File: src/rtl/rle_spi_fetch.sv
`default_nettype none
// ============================================================================
// Module   : rle_spi_fetch
// Purpose  : SPI flash read sequencer for the RLE video decoder. On every
//            frame_start it deselects the flash, sends a 0x03 READ command
//            with a 24-bit start address, then streams 16-bit big-endian
//            words into a small FIFO. SCK is parked low whenever the FIFO
//            has no room for another word.
// Ports    : clk, rst_n                - clock, async active-low reset
//            frame_start, start_addr   - restart request and flash address
//            spi_cs_n, spi_clk,
//            spi_mosi, spi_miso        - SPI mode-0 pins (SCK = clk/2)
//            out_data, out_valid,
//            out_ready                 - FIFO head towards the RLE decoder
//            busy                      - high outside IDLE
// Revision : 1.0 - initial release
// ============================================================================
module rle_spi_fetch #(
  parameter int         DEPTH        = 2,
  parameter logic [7:0] CMD          = 8'h03,
  parameter int         DESEL_CYCLES = 2
) (
  input  logic        clk,
  input  logic        rst_n,
  input  logic        frame_start,
  input  logic [23:0] start_addr,
  output logic        spi_cs_n,
  output logic        spi_clk,
  output logic        spi_mosi,
  input  logic        spi_miso,
  output logic [15:0] out_data,
  output logic        out_valid,
  input  logic        out_ready,
  output logic        busy
);

  localparam int AW  = $clog2(DEPTH);
  localparam int CW  = AW + 1;
  localparam int DCW = $clog2(DESEL_CYCLES + 1);

  typedef enum logic [2:0] {
    IDLE    = 3'd0,
    DESEL   = 3'd1,
    CMDADDR = 3'd2,
    DATA    = 3'd3,
    STALL   = 3'd4
  } state_t;

  state_t state, state_next;

  logic           phase;      // 0 = SCK low phase, 1 = SCK high phase
  logic [4:0]     bit_cnt;
  logic [31:0]    tx_shift;
  logic [14:0]    rx_shift;   // first 15 bits of the word in flight
  logic [DCW-1:0] desel_cnt;

  logic [15:0]    mem [DEPTH];
  logic [AW-1:0]  rd_ptr, wr_ptr;
  logic [CW-1:0]  count, count_next;

  logic pop, push, word_done, slot_ok;

  // --------------------------------------------------------------------------
  // Next-state logic. slot_ok looks at the count after this cycle's push and
  // pop, so a freed slot lets the next word start on the very same edge.
  // --------------------------------------------------------------------------
  always_comb begin
    pop        = out_valid && out_ready && !frame_start;
    word_done  = (state == DATA) && phase && (bit_cnt == 5'd15);
    push       = word_done && !frame_start;
    count_next = count;
    if (push && !pop) begin
      count_next = count + CW'(1);
    end else if (pop && !push) begin
      count_next = count - CW'(1);
    end
    slot_ok    = (count_next < CW'(DEPTH));
    state_next = state;

    case (state)
      IDLE:    state_next = IDLE;
      DESEL:   if (desel_cnt == DCW'(DESEL_CYCLES - 1)) state_next = CMDADDR;
      CMDADDR: if (phase && (bit_cnt == 5'd31)) state_next = DATA;
      DATA:    if (word_done && !slot_ok) state_next = STALL;
      STALL:   if (slot_ok) state_next = DATA;
      default: state_next = IDLE;
    endcase

    if (frame_start) begin
      state_next = DESEL;
    end
  end

  always_ff @(posedge clk or negedge rst_n) begin
    if (!rst_n) begin
      state <= IDLE;
    end else begin
      state <= state_next;
    end
  end

  // --------------------------------------------------------------------------
  // Bit sequencing. Shift registers advance on the edge that ends a high
  // phase, so MOSI only ever changes at the start of a low phase and MISO is
  // sampled exactly where SCK falls.
  // --------------------------------------------------------------------------
  always_ff @(posedge clk or negedge rst_n) begin
    if (!rst_n) begin
      phase     <= 1'b0;
      bit_cnt   <= 5'd0;
      tx_shift  <= 32'd0;
      rx_shift  <= 15'd0;
      desel_cnt <= '0;
    end else if (frame_start) begin
      phase     <= 1'b0;
      bit_cnt   <= 5'd0;
      tx_shift  <= {CMD, start_addr};
      desel_cnt <= '0;
    end else begin
      case (state)
        DESEL: begin
          desel_cnt <= desel_cnt + DCW'(1);
          phase     <= 1'b0;
          bit_cnt   <= 5'd0;
        end
        CMDADDR: begin
          phase <= ~phase;
          if (phase) begin
            tx_shift <= {tx_shift[30:0], 1'b0};
            bit_cnt  <= (bit_cnt == 5'd31) ? 5'd0 : bit_cnt + 5'd1;
          end
        end
        DATA: begin
          phase <= ~phase;
          if (phase) begin
            rx_shift <= {rx_shift[13:0], spi_miso};
            bit_cnt  <= (bit_cnt == 5'd15) ? 5'd0 : bit_cnt + 5'd1;
          end
        end
        default: begin
          phase   <= 1'b0;
          bit_cnt <= 5'd0;
        end
      endcase
    end
  end

  // --------------------------------------------------------------------------
  // Word FIFO. frame_start flushes it and overrides any pop in that cycle.
  // --------------------------------------------------------------------------
  always_ff @(posedge clk or negedge rst_n) begin
    if (!rst_n) begin
      for (int i = 0; i < DEPTH; i++) begin
        mem[i] <= 16'd0;
      end
      rd_ptr <= '0;
      wr_ptr <= '0;
      count  <= '0;
    end else if (frame_start) begin
      rd_ptr <= '0;
      wr_ptr <= '0;
      count  <= '0;
    end else begin
      if (push) begin
        mem[wr_ptr] <= {rx_shift, spi_miso};
        wr_ptr      <= wr_ptr + AW'(1);
      end
      if (pop) begin
        rd_ptr <= rd_ptr + AW'(1);
      end
      count <= count_next;
    end
  end

  assign out_valid = (count != '0);
  assign out_data  = mem[rd_ptr];

  assign spi_cs_n  = (state == IDLE) || (state == DESEL);
  assign spi_clk   = phase && ((state == CMDADDR) || (state == DATA));
  assign spi_mosi  = (state == CMDADDR) && tx_shift[31];
  assign busy      = (state != IDLE);

endmodule
`default_nettype wire
File: config.mk
export PLATFORM = sky130hd
export DESIGN_NAME = rle_spi_fetch
export DESIGN_NICKNAME = d
export VERILOG_FILES = /design/src/rtl/rle_spi_fetch.sv
export SDC_FILE = /design/constraint.sdc
export NUM_CORES = 1
export LEC_CHECK = 0
export CAP_MARGIN = 20
export CORE_MARGIN = 1
export CORE_UTILIZATION = 51
export CTS_CLUSTER_DIAMETER = 120
export DETAILED_ROUTE_END_ITERATION = 6
export MAX_ROUTING_LAYER = met4
export PLACE_DENSITY = 0.76
export REMOVE_ABC_BUFFERS = 1
export SETUP_SLACK_MARGIN = 0.5
export SLEW_MARGIN = 20
export SYNTH_ARGS = -nofsm -noshare
export SYNTH_HDL_FRONTEND = slang
export SYNTH_SLANG_ARGS = --single-unit
File: constraint.sdc
create_clock -name clk -period 2.2 [get_ports clk]
set_input_delay 0.66 -clock clk [delete_from_list [all_inputs] [get_ports clk]]
set_output_delay 0.66 -clock clk [all_outputs]
set_load 0.005 [all_outputs]
Word level (Yosys, flattened, before mapping) --
Index checks and enable logic that the tools add are counted. W data, S select, Z words.
Cells by class: add/sub/neg operators 6, $lt $le $gt $ge 4, equality and inequality tests 13, mux-type cells 32, bitwise gates (word level) 4, reduce and logical (&&, ||, !) cells 32
Operator list (number):
- $mux W32 | 3
- $mux W16 | 4
- $bwmux W32 | 1
- $mux W5 | 5
- $demux W16 S1 | 1
- $mux W3 | 5
- $ne A3 B3 Y1 const B | 5
- $logic_and A1 B1 Y1 | 12
- $pmux W3 S4 | 1
- $reduce_bool A2 Y1 | 6
- $mux W2 | 5
- $pmux W5 S2 | 1
- $eq A3 B2 Y1 const B | 2
- $mux W1 | 6
- $reduce_and A2 Y1 | 3
- $add A5 B1 Y5 const B | 1
- $eq A5 B4 Y1 const B | 1
- $eq A5 B5 Y1 const B | 1
- $add A2 B1 Y2 const B | 2
- $ge A2 B2 Y1 const B | 2
- $logic_not A1 Y1 | 4
- $not A1 Y2 | 2
- $reduce_and A4 Y1 | 1
- $eq A3 B1 Y1 const B | 1
- other kinds (13) | 16
Word-level totals: bits in registers 94, input bits 29, output and inout port bits 21, word-level logic and storage cells 102

Longest topological paths before layout --
word-level depth 14, mapped depth 9, gate-level depth less buffers 8

Worst setup path after synthesis --
No wires, ideal clock.
path kind reg2reg, start point register bit_cnt[0], end point register mem[21] (netlist name), library setup time 0.127 ns, arrival time 1.962 ns, required time 2.073 ns, path slack 0.111 ns, cell stages (with the launch flop) 9, buffers on the path 1, clock period less this slack 2.089 ns, path through dfrtp_1 ha_1 and3_1 ha_1 and3_1 nand2_2 nor3_4 buf_6 mux2_1
On the way: word-level cells in the longest chain between the ends 4
Ends and longest elaborated chain:
- from (decl) | line 52 | logic [4:0] bit_cnt;
- from (signal assigned) | line 130 | bit_cnt <= (bit_cnt == 5'd31) ? 5'd0 : bit_cnt + 5'd1;
- from (signal assigned) | line 137 | bit_cnt <= (bit_cnt == 5'd15) ? 5'd0 : bit_cnt + 5'd1;
- $eq A5 B4 Y1 | line 69 | word_done = (state == DATA) && phase && (bit_cnt == 5'd15);
- $logic_and A1 B1 Y1 | line 69
- $logic_and A1 B1 Y1 | line 70 | push = word_done && !frame_start;
- $reduce_and A2 Y1 (no line)
- to (signal, indexed assignment) | line 165 | mem[wr_ptr] <= {rx_shift, spi_miso};
- to (decl) | line 57 | logic [15:0] mem [DEPTH];
Every way passes these cells. A chain may end at the register's enable or synchronous reset.

Final worst setup path --
start point register bit_cnt[1], end point register state[0]
On the way: word-level cells in the longest chain between the ends 12, elaborated cells on any way between the ends 17, classes of those cells order compare (1); eq/ne (5); mux (2); reduce/logical (9)
Ends and longest elaborated chain:
- $eq A5 B4 Y1 | line 69
- $logic_and A1 B1 Y1 | line 69
- $logic_and A1 B1 Y1 | line 70
- $logic_not A1 Y1 | line 74 | end else if (pop && !push) begin
- $logic_and A1 B1 Y1 | line 74
- $mux W2 | line 74
- $mux W2 | line 72 | if (push && !pop) begin
- $lt A2 B2 Y1 | line 77 | slot_ok = (count_next < CW'(DEPTH));
- $logic_not A1 Y1 | line 84 | DATA: if (word_done && !slot_ok) state_next = STALL;
- $logic_and A1 B1 Y1 | line 84
- $ne A3 B2 Y1 (no line)
- $reduce_and A4 Y1 (no line) (*)
- to (signal assigned) | line 98 | state <= state_next;
- to (decl) | line 49 | state_t state, state_next;
Every way passes the cells marked *; elsewhere a longest branch is shown, timed or not.

==> impl_metrics.toml <==
[clocking]
cts_htree_levels = 3
cts-hold-fix-buffers = 0
cts_tree = "built"
clock-sinks = 94
ctsLongestPathBuffers = 2
insertion_delay_ps = 380
root_buffer = "clkbuf_8"
clkTransAtPathRegs_ps = 110
cts_made_buffers = 9

[timing]
setup_viol_count_final = 27
tns_ps = -1200
worst_slack_ps = -120
period_minus_slack_ps = 2320
fin_skew_ps = 13.5
whs_ps = 208
max_slew.worst_pin.slew_ps = 445
rsz0062_at_grt = "true"
max_freq_mhz = 431
maxSlewViolCount = 0
hold_violations = 0
relSlewSlack_pct = 70.3
layout_worst_path_cycle_share_pct = 105

[die]
core-area_um2 = 8300
io_pins = 50
die_h_um = 94.9
rows = 33
start_util_pct = 53.1
die_area_um2 = 9010
die_w_um = 94.9

[layout]
ff_latch_area_um2 = 2350
num-fill-cells = 470
syn2layout_area_growth_pct = 44.8
antenna_cells = 0
drive_gt1_share_pct = 44.9
multi_input_area_um2 = 2360
fin_nets = 524

[placement]
place_ws_ps = -70.5
gp_congestion = 0.760
portBuffers = 49
dp_hpwl_um = 5220

[grt]
grt_pass1_wl_um = 17200
grt_use_total_pct = 26.4
grt_max_degree = 54
overflow = 0
antenna_found_initial = 0
grt_pass1_vias = 3403

[setup_path]
critPathRequiredTime_ps = 2500
crit_family = "compound AO/OA/AOI/OAI gates"
slowest_stage = "dfrtp_1"
arrival_ps = 2620
critPathLaunchType = "flip-flop"
worstPathCellList = "ha_4 > and3_4 > ha_4 > buf_6 > nand3_4 > o211ai_1 > o2111ai_4 > o31a_1 > o31ai_2"
cp-end-kind = "flip-flop"
timing.rr.start = "bit_cnt[1]$_DFFE_PN0P_"
path_buf_inv = 1
critical_path.max_stage_delay_ps = 460
startpoint = "bit_cnt[1]$_DFFE_PN0P_"
crit_path_frequent_cell = "ha_4"
crit_path_max_fanout = 3
critical_path_class = "flip-flop to flip-flop"

[yosys]
synth_area_leader_cell = "dfrtp_1"
ys_top_cells_by_area = "dfrtp_1 53%, mux2_2 14%, mux2i_1 5.7%"
syn_area_per_cell_um2 = 11.8
synth-seq-area-share_pct = 53.4
yosysUniqueCellTypes = 45
synth-main-ff-cell = "dfrtp_1"
synth_enable_flop_cells = 0
netlist.area_leader.share_pct = 53.4
ys_seq_elements = 94
synth.most_common_cell = "dfrtp_1"
synth_common_cells = "94 x dfrtp_1, 54 x mux2_2, 49 x nand2_1, 25 x mux2i_1, 21 x o21ai_1"
async_flop_share_pct = 100
netlist_area_um2 = 4400
ys.warnings.count = 0
netlist_instances = 373

[power]
ir_drop_v = 0.000411
p_leak_nw = 2.86
p_per_area_nw_per_um2 = 647

[routing]
drtPass1Iterations = 4
drt_iter0_drc = 238
viasPerCell = 5.60
routedWlPerCell_um = 20.4
drc = 0
routed_wirelength_um = 12200
ant_nets = 0
vias = 3357

[run_status]
status = "finished with violations"
violations = "setup timing"

[worst_hold_path]
holdCritPathClass = "input port to async pin"

[flow_run]
cap_viol_max_count = 0
cell usage in the layout, fill, tap and decap left out, drive strengths merged, types with 2 or more instances in the layout:
| cell | n |
|---|---|
| nand4 | 2 |
| clkinv | 2 |
| o21ai | 27 |
| buf | 96 |
| clkdlybuf4s50 | 26 |
| dfrtp | 94 |
| ha | 6 |
| nor3 | 4 |
| xnor2 | 4 |
| nand2b | 4 |
| a21oi | 14 |
| mux2i | 25 |
| nor3b | 3 |
| and2 | 2 |
| mux2 | 65 |
| nand2 | 51 |
| inv | 12 |
| nor2b | 2 |
| o31a | 2 |
| and3 | 9 |
| nand3 | 7 |
| clkbuf | 10 |
| nor2 | 13 |
final cells by class:
cell class	instances	share of cell area (%)
clock buffer	9	1.94
timing repair buffer	123	20.4
sequential	94	36.9
inverter	8	0.471
clock inverter	7	1.18
multi-input combinational	253	37.1
tap	105	2.06
worst paths after layout:
check,cells past startpoint,end,slack [ps]
setup / recovery,9,state[0]$_DFFE_PN0P_,-120
hold reg to reg,2,tx_shift[24]$_DFFE_PN0P_,510
min in group clk,2,tx_shift[24]$_DFFE_PN0P_,510
setup reg to reg,9,state[0]$_DFFE_PN0P_,-120
hold / removal,1,rd_ptr$_DFFE_PN0P_,210
max in group asynchronous,2,tx_shift[15]$_DFFE_PN0P_,1360
timing repair:
action | in CTS | in global routing
buffers inserted | 42 | 11
pin swaps | 23 | 8
gates cloned | 6 | 1
resized for setup | 187 | 57
endpoints found under the setup margin | 102 | 106
cells by family (layout without fill, tap and decap cells):
group | after synthesis | count (layout) | synth area share [%]
adders and majority gates | 6 | 6 | 1.70
AOI/OAI and AO/OA | 50 | 50 | 6.73
muxes | 90 | 90 | 22.3
xor gates and xnor gates | 5 | 5 | 0.994
and+or+nand+nor | 99 | 102 | 11.0
buffers and inverters | 29 | 147 | 3.86
DFF | 94 | 94 | 53.4
report_power, final:
group          leakage [nW]  switching [mW]  internal [mW]
Sequential             1.25          0.0693           1.81
Combinational          1.51           0.522          0.537
Clock                0.0985           0.733          0.451
Total                  2.86            1.32           2.80
routing by layer:
layer | up-vias | GRT usage (%) | routed length [µm] | part of all wire (%)
met5 | - | - | 0 | 0
met4 | 0 | 13.9 | 412 | 3.4
met3 | 36 | 4.99 | 527 | 4.3
met2 | 119 | 43.3 | 6430 | 53
met1 | 1673 | 30.8 | 4820 | 40
li1 | 1529 | - | - | -
stage by stage:
stage | util [%] | cells | total power, mW | cell area, µm²
floorplan | - | 352 | 2.25 | 4260
global placement | 61.1 | 523 | 2.53 | 5070
detailed placement | 61.1 | 523 | 2.55 | 5070
CTS | 72.9 | 587 | 3.93 | 6050
global route | 76.9 | 599 | 4.28 | 6380
finish | 76.9 | 599 | 4.13 | 6380
registers in the layout, indices dropped and copies added, names as in the netlist:
name,cells
rd_ptr,1
rx_shift,15
bit_cnt,5
mem,32
count,2
tx_shift,32
desel_cnt,2
wr_ptr,1
state,3
phase,1
(Power assumes the default switching activity.)
